`src/rtl/reorder_buffer.sv`:
```
// Purpose: in-order retirement buffer; frees each superseded physical register at commit.
// Latency: completion seen at edge N retires at edge N+1; reg_commit/commit_addr valid the cycle after retirement.
// Backpressure: alloc_ready drops when all DEPTH entries are occupied or flush is asserted.
module reorder_buffer #(
  parameter int NUM_REG = 16,
  parameter int DEPTH   = 8,
  localparam int PW     = $clog2(NUM_REG),
  localparam int TW     = $clog2(DEPTH)
) (
  input  logic          clk,
  input  logic          n_rst,
  input  logic          alloc_valid,
  input  logic          alloc_has_dest,
  input  logic [PW-1:0] alloc_old_preg,
  output logic          alloc_ready,
  output logic [TW-1:0] alloc_tag,
  input  logic          complete_valid,
  input  logic [TW-1:0] complete_tag,
  input  logic          flush,
  output logic          reg_commit,
  output logic [PW-1:0] commit_addr,
  output logic [TW:0]   count,
  output logic          empty
);

  // Per-entry state: valid/done are control bits, has_dest/old_preg are payload.
  logic [DEPTH-1:0] ent_valid;
  logic [DEPTH-1:0] ent_done;
  logic [DEPTH-1:0] ent_has_dest;
  logic [PW-1:0]    ent_old_preg [DEPTH];

  // Pointers carry an extra wrap bit so full and empty can be told apart.
  logic [TW:0]   head;
  logic [TW:0]   tail;
  logic [TW-1:0] head_idx;
  logic [TW-1:0] tail_idx;
  logic          full;
  logic          retire;
  logic          alloc_fire;

  assign head_idx = head[TW-1:0];
  assign tail_idx = tail[TW-1:0];

  assign full        = (head_idx == tail_idx) && (head[TW] != tail[TW]);
  assign empty       = (head == tail);
  assign count       = tail - head;
  assign alloc_ready = !full && !flush;
  assign alloc_tag   = tail_idx;
  assign alloc_fire  = alloc_valid && alloc_ready;

  // Retirement looks only at registered done, so a completion needs one extra edge to retire.
  assign retire = ent_valid[head_idx] && ent_done[head_idx];

  // Control state: pointers, valid/done bits and the registered commit port.
  always_ff @(posedge clk) begin
    if (!n_rst) begin
      head        <= '0;
      tail        <= '0;
      ent_valid   <= '0;
      ent_done    <= '0;
      reg_commit  <= 1'b0;
      commit_addr <= '0;
    end else if (flush) begin
      // Flush discards everything, including a head that would otherwise retire now.
      head       <= '0;
      tail       <= '0;
      ent_valid  <= '0;
      ent_done   <= '0;
      reg_commit <= 1'b0;
    end else begin
      reg_commit <= 1'b0;
      // Completions on empty slots are dropped; re-completion just rewrites 1.
      if (complete_valid && ent_valid[complete_tag]) begin
        ent_done[complete_tag] <= 1'b1;
      end
      // Retire after the completion write so a same-edge completion of head cannot leave done stale.
      if (retire) begin
        ent_valid[head_idx] <= 1'b0;
        ent_done[head_idx]  <= 1'b0;
        head                <= head + 1'b1;
        reg_commit          <= ent_has_dest[head_idx];
        commit_addr         <= ent_old_preg[head_idx];
      end
      // Tail slot is never the head slot here: alloc requires !full, retire requires !empty.
      if (alloc_fire) begin
        ent_valid[tail_idx] <= 1'b1;
        ent_done[tail_idx]  <= 1'b0;
        tail                <= tail + 1'b1;
      end
    end
  end

  // Payload capture; contents are only meaningful while the matching valid bit is set.
  always_ff @(posedge clk) begin
    if (n_rst && !flush && alloc_fire) begin
      ent_has_dest[tail_idx] <= alloc_has_dest;
      ent_old_preg[tail_idx] <= alloc_old_preg;
    end
  end

endmodule
```
`config.mk`:
```
export PLATFORM = sky130hd
export DESIGN_NAME = reorder_buffer
export DESIGN_NICKNAME = d
export VERILOG_FILES = /design/src/rtl/reorder_buffer.sv
export SDC_FILE = /design/constraint.sdc
export NUM_CORES = 1
export LEC_CHECK = 0
export ABC_CLOCK_PERIOD_IN_PS = 4080
export BUFFER_PORTS_ARGS = -buffer_cell sky130_fd_sc_hd__buf_2
export CAP_MARGIN = 30
export CORE_MARGIN = 2
export CORE_UTILIZATION = 55
export CTS_BUF_LIST = sky130_fd_sc_hd__clkbuf_4 sky130_fd_sc_hd__clkbuf_8
export CTS_CLUSTER_DIAMETER = 80
export DETAILED_ROUTE_END_ITERATION = 8
export PLACE_DENSITY = 0.74
export SLEW_MARGIN = 40
export SYNTH_ARGS = -nofsm -noshare
export SYNTH_HDL_FRONTEND = slang
export SYNTH_SLANG_ARGS = --single-unit
```
`constraint.sdc`:
```
create_clock -name clk -period 4.08 [get_ports clk]
set_clock_uncertainty 0.05 [all_clocks]
set_input_delay 0.612 -clock clk [delete_from_list [all_inputs] [get_ports clk]]
set_output_delay 0.612 -clock clk [all_outputs]
set_load 0.01 [all_outputs]
```
==> key figures, run 1 <==
Synthesis
  • Total standard cell area after synthesis: 0.003163 mm2
  • Number of storage elements in the synthesis netlist: 69
  • Synthesis warning total: 0
  • Netlist cell types: 49
  • Post-Synthesis Mean Instance Area: 12.75 um2
  • Dominant synthesized flop cell: edfxtp_1
  • Fraction of registers with async set or reset after synthesis: 0%
  • Post-synth EDFFs: 40
  • Syn_nets: 267
  • Sequential share of the synthesized area: 56.33%
  • Number of instances in the synthesized netlist: 248

Route
  • Total via count after detailed routing: 2,126
  • Average wire per cell in the routed design: 19.14 um
  • Detailed-route wire length: 6.795 mm
  • Average vias per placed instance: 5.989
  • Detailed router's first-iteration violation count: 294
  • Number of DRC violations after detailed routing: 0
  • Post-route antenna net violation count: 0
  • Detailed Routing Iterations Pass 1: 5

STA
  • Hold Vio Cnt, Final: 0
  • Headroom to the max-slew limit: 59.60%
  • Minimum clock period: 2.991 ns
  • Final count of pins violating max slew: 0
  • RSZ-0062 raised after global routing: false
  • Final Setup Violations: 0
  • Transition at the pin with the smallest max-transition slack: 0.5982 ns
  • Final sum of negative setup slack: 0 ns
  • Post-route clock period utilization: 73.32%
  • Top achievable clock speed: 334.3 MHz

Min path
  • Min-Delay Path Class: flip-flop to flip-flop
  • Hold Path End: commit_addr[3]
  • Start point of the worst min-delay path: commit_addr[3]
  • Number of cells traversed by the worst hold path: 2

Job
  • Max-cap violations: 0

CTS
  • Count of cells resized by post-cts repair: 0
  • Clock buffer depth: 2
  • Total CTS buffers: 9
  • Clock transition at the register clock pins on the worst setup and hold paths after CTS: 0.07 ns
  • Clock latency on the worst-skew pair: 0.34 ns
  • CTS H-tree lvls: 3
  • Hold_buf cts: 0
  • Cell at the root of the clock tree: clkbuf_8
  • Setup fix buffers added after clock tree synthesis: 0
  • Clock tree from TritonCTS: yes
  • Number of sinks on the clock net: 69

Floorplanning
  • Core Footprint: 0.005540 mm2
  • Die area: 0.006374 mm2
  • Standard-cell rows: 27
  • Top-Level Pins: 27
  • Vertical extent of the die: 79.84 um
  • Die Width: 79.84 um
  • Initial Utilization: 57.09%

Placed design
  • HPWL after detailed placement: 4.926 mm
  • Post-placement cell area: 0.003343 mm2
  • Buffers added on ports: 26
  • Number of cells in the design after placement: 339
  • Final RePlAce weighted congestion: 0.8634

Setup path
  • Launching element type of the critical path: flip-flop
  • Required time worst endpoint: 4.02 ns
  • Worst R2R End: ent_old_preg[3][0]
  • Classification of the worst setup path: flip-flop to flip-flop
  • Arrival time worst endpoint: 2.93 ns
  • Maximum fanout along the worst path: 19
  • Depth of the worst register-to-register path: 7
  • Setup slack on the worst flop-to-flop path: 1.09 ns
  • Critical R2R Launch: head[1]
  • Worst setup EP type: flip-flop

Cells and area
  • # fillers: 429
  • Core occupancy in the finished layout: 63.57%
  • Area growth from synthesis to final layout: 11.35%
  • Count of placed standard cells in the final layout, fillers left out: 355
  • Commonest cells after routing, fill and taps aside: edfxtp_1 (40), dfxtp_1 (29), buf_2 (26)
  • Antenna fix cells: 0
  • Commonest non-fill, non-tap cell in the layout: edfxtp_1
  • Fraction of layout cells with a size suffix above 1: 24.38%
  • Number of nets in the layout: 297
  • Final standard cell area without fillers: 0.003522 mm2

Pwr
  • Logic pwr share: 4.2%
  • Switch share: 23.73%
  • Clock network fraction of total power: 38.6%
  • Net switching power figure: 306.9 uW
  • Sequential Power Share: 57.2%
  • Power density cells: 367.2 mW/mm2
  • Leakage: 1.260 nW
  • IR Drop Worst-Case VDD: 258.7 uV
  • Total internal power: 986.6 uW
  • Total power: 1.293 mW

GRT
  • Number of global-route vias before repair: 1,952
  • Overall fraction of global-route tracks in use: 22.89%
  • Number of antenna violations at the first check in global routing: 0
  • Remaining global-route overflow: 0
  • Maximum number of pins on one net before global-route repair: 20
  • Wire length of the first global-routing pass: 10.53 mm

Status
  • Status: finished, final reports clean
[worst max-delay path, stage by stage, from the launching register on]
cell and delay (ns):
dfxtp_1 0.32, buf_4 0.28, inv_1 0.12, ha_1 0.32, and3_1 0.27, a2111oi_4 0.55, nand2_1 0.31, nor2_1 0.43
[routing by layer]
layer	routed length, um	up-vias	GRT usage (%)
met1	3311	1022	35.30
met4	101	0	8.644
li1	-	996	-
met3	522	10	4.977
met5	0	-	0
met2	2859	98	31.60
[metrics by stage]
stage | hold WS, ns | worst slack (ns)
4_1_cts | 0.4143 | 1.095
2_1_floorplan | 0.3907 | 1.419
3_3_place_gp | 0.3933 | 1.236
6_report | 0.4082 | 1.089
5_1_grt | 0.4324 | 0.9083
3_5_place_dp | 0.4042 | 1.108
[synthesized netlist by cell type, types with 2 or more instances]
master / n / share of area [%]
a21oi_1: 7 / 1.1
clkbuf_1: 2 / 0.24
nor2_1: 19 / 2.3
nand2b_1: 3 / 0.59
mux2i_1: 8 / 2.5
ha_1: 5 / 2.0
buf_4: 4 / 0.95
o21ai_0: 9 / 1.4
nand2_1: 25 / 3.0
buf_2: 2 / 0.32
dfxtp_1: 29 / 18
nor4b_2: 2 / 0.95
nand4bb_1: 2 / 0.71
edfxtp_1: 40 / 38
nand4b_1: 4 / 1.1
o211a_1: 2 / 0.63
nor3_1: 5 / 0.79
o211ai_1: 2 / 0.47
o21a_1: 8 / 1.9
nand4_1: 4 / 0.79
nand3_1: 2 / 0.32
inv_1: 14 / 1.7
mux2_2: 5 / 1.8
xnor2_1: 6 / 1.7
mux4_2: 11 / 7.8
o22ai_1: 5 / 0.99
[cells by family after synthesis]
kind of cell | count (synthesis) | synth area share, %
AOI/OAI and AO/OA | 47 | 11.35
xor gates and xnor gates | 8 | 2.453
adders and majority gates | 6 | 2.611
buffers and inverters | 24 | 3.639
DFF | 69 | 56.33
muxes | 24 | 12.14
and+or+nand+nor | 70 | 11.47
[worst max path at each step]
stage / slack [ns] / depth (start not counted) / from / endpoint
final: 1.09 / 7 / head[1] / ent_old_preg[3][0]
after global placement: 1.24 / 7 / head[1] / ent_has_dest[2]
after CTS: 1.10 / 7 / head[1] / ent_old_preg[3][0]
after floorplan: 1.42 / 7 / head[1] / ent_has_dest[1]
after detailed placement: 1.11 / 7 / head[1] / ent_old_preg[3][2]
after global routing: 0.91 / 7 / head[1] / ent_old_preg[3][1]
[final cells by class]
cell class,count,area (um2),area share [%]
tap,72,90.09,2.558
multi-input combinational,155,1266,35.95
inverter,14,52.55,1.492
sequential,69,1782,50.59
clock buffer,10,131.4,3.730
timing repair buffer,29,152.6,4.334
clock inverter,6,47.55,1.350
[registers in the layout (all words and copies together), names as in the netlist]
register / flops
tail: 4
commit_addr: 4
ent_done: 8
ent_valid: 8
ent_old_preg: 32
head: 4
ent_has_dest: 8
reg_commit: 1
[power groups by stage]
stage / logic (mW) / clock network [mW] / registers [mW]
floorplan: 0.0308 / 0 / 0.755
global placement: 0.0535 / 0 / 0.755
detailed placement: 0.0542 / 0 / 0.756
CTS: 0.0544 / 0.509 / 0.740
global route: 0.0592 / 0.538 / 0.740
finish: 0.0546 / 0.499 / 0.740
Note: power is estimated with default switching activity, not from simulation.
==> run 2: changes to the inputs <==
Settings changed: ABC_CLOCK_PERIOD_IN_PS 4080 to 2500, PLACE_DENSITY 0.74 to 0.77.
Clock period 4.08 ns to 2.5 ns, I/O delays scaled along.
==> run 2 against run 1 <==
- clock-buffer cell count up 1
- combinational power up 78%
- global-route usage up 1.7 points
- die area unchanged
- largest cell class unchanged
==> key figures, run 2 (synthesized netlist as in run 1, its figures left out) <==
Status
  • Status: finished, final reports clean

CTS
  • Clock buffer depth: 2
  • CTS H-tree lvls: 3
  • Cell at the root of the clock tree: clkbuf_8
  • Clock transition at the register clock pins on the worst setup and hold paths after CTS: 0.07 ns
  • Setup fix buffers added after clock tree synthesis: 0
  • Total CTS buffers: 9
  • Clock tree from TritonCTS: yes
  • Number of sinks on the clock net: 69
  • Hold_buf cts: 0
  • Clock latency on the worst-skew pair: 0.35 ns
  • Count of cells resized by post-cts repair: 0

Pwr
  • Leakage: 1.333 nW
  • Power density cells: 630.4 mW/mm2
  • IR Drop Worst-Case VDD: 351.2 uV

Cells and area
  • Flip-flop count of the largest register after layout: 32
  • Commonest cells after routing, fill and taps aside: edfxtp_1 (40), dfxtp_1 (29), buf_2 (26)
  • Area growth from synthesis to final layout: 16.18%
  • Core occupancy in the finished layout: 66.33%
  • Register containing the most flip-flops in the final layout: ent_old_preg
  • Commonest non-fill, non-tap cell in the layout: edfxtp_1
  • Fraction of layout cells with a size suffix above 1: 29.90%
  • Number of nets in the layout: 305
  • Count of placed standard cells in the final layout, fillers left out: 363
  • Antenna fix cells: 0

Floorplanning
  • Standard-cell rows: 27
  • Die area: 0.006374 mm2
  • Initial Utilization: 57.09%
  • Top-Level Pins: 27
  • Core Footprint: 0.005540 mm2
  • Die Width: 79.84 um
  • Vertical extent of the die: 79.84 um

GRT
  • Remaining global-route overflow: 0
  • Wire length of the first global-routing pass: 11.21 mm
  • Number of global-route vias before repair: 2,117
  • Overall fraction of global-route tracks in use: 24.63%
  • Maximum number of pins on one net before global-route repair: 19
  • Number of antenna violations at the first check in global routing: 0

STA
  • Final count of pins violating max slew: 0
  • Hold Vio Cnt, Final: 0
  • Post-route clock period utilization: 92.39%
  • Final Setup Violations: 0
  • Top achievable clock speed: 432.9 MHz
  • Headroom to the max-slew limit: 70.46%
  • Transition at the pin with the smallest max-transition slack: 0.4422 ns
  • Final-layout worst hold slack: 0.2706 ns
  • Minimum clock period: 2.310 ns
  • RSZ-0062 raised after global routing: false

Route
  • Total via count after detailed routing: 2,168
  • Detailed Routing Iterations Pass 1: 4
  • Average wire per cell in the routed design: 18.91 um
  • Average vias per placed instance: 5.972
  • Detailed router's first-iteration violation count: 177
  • Post-route antenna net violation count: 0
  • Detailed-route wire length: 6.865 mm
  • Number of DRC violations after detailed routing: 0

Placed design
  • Final RePlAce weighted congestion: 0.8491
  • Buffers added on ports: 26
  • HPWL after detailed placement: 5.050 mm
  • Number of cells in the design after placement: 347

Job
  • Max-cap violations: 0

Min path
  • Min-Delay Path Class: input pin to flip-flop

Setup path
  • Launching element type of the critical path: flip-flop
  • Worst setup EP type: flip-flop
  • Classification of the worst setup path: flip-flop to flip-flop
  • Arrival time worst endpoint: 2.29 ns
  • Maximum fanout along the worst path: 8
  • Required time worst endpoint: 2.48 ns
  • Setup slack on the worst flop-to-flop path: 0.19 ns
[run 2: cell count changes in the layout (fill, tap and decap cells not counted), moves of 2 or more]
| cell | previous run | this run |
|---|---|---|
| buf_4 | 3 | 11 |
| bufinv_16 | 0 | 2 |
| nor2_2 | 0 | 4 |
| clkinv_4 | 0 | 2 |
| nor2_4 | 0 | 4 |
| clkinvlp_4 | 4 | 1 |
| inv_6 | 2 | 0 |
| nor2_1 | 19 | 11 |
[run 2: where the power goes]
group	switching [mW]	leakage, nW	internal [mW]
logic	0.0636	0.628	0.0337
registers	0.00212	0.594	1.20
clock network	0.426	0.111	0.587
[run 2: area by class of cell]
type	instances	area, um2
fillers	409	1866
flip-flops and latches	69	1782
multi-input cells	155	1314
repair buffers	37	212.7
clock buffers	11	138.9
well taps	72	90.09
clock inverters	5	85.08
inverters	14	52.55
[run 2: layer usage]
layer | part of all wire, % | track usage, %
met1 | 44 | 33.23
met2 | 47 | 38.49
met3 | 7.6 | 7.466
met4 | 1.1 | 7.627
met5 | 0 | 0
[run 2: stage by stage]
step	area, um2	power [mW]	TNS (ns)	setup WS (ns)
floorplan	3214	1.286	-0.02196	-0.001464
global placement	3451	1.327	0	0.2775
detailed placement	3451	1.328	0	0.1913
CTS	3675	2.330	0	0.1851
global route	3675	2.399	0	0.07172
finish	3675	2.316	0	0.1902
[run 2: worst max-delay path, stage by stage, from the launching register on]
cell and delay, ns:
dfxtp_1 0.45, ha_1 0.32, and3_1 0.26, a211oi_2 0.27, nand2_1 0.29, nor2_2 0.34
[run 2: path summary, 6_finish.rpt]
check,start,cells past startpoint,to
setup / recovery,tail[2],5,ent_old_preg[5][1]
setup reg to reg,tail[2],5,ent_old_preg[5][1]
hold reg to reg,commit_addr[3],2,commit_addr[3]
hold / removal,alloc_old_preg[1],1,ent_old_preg[0][1]
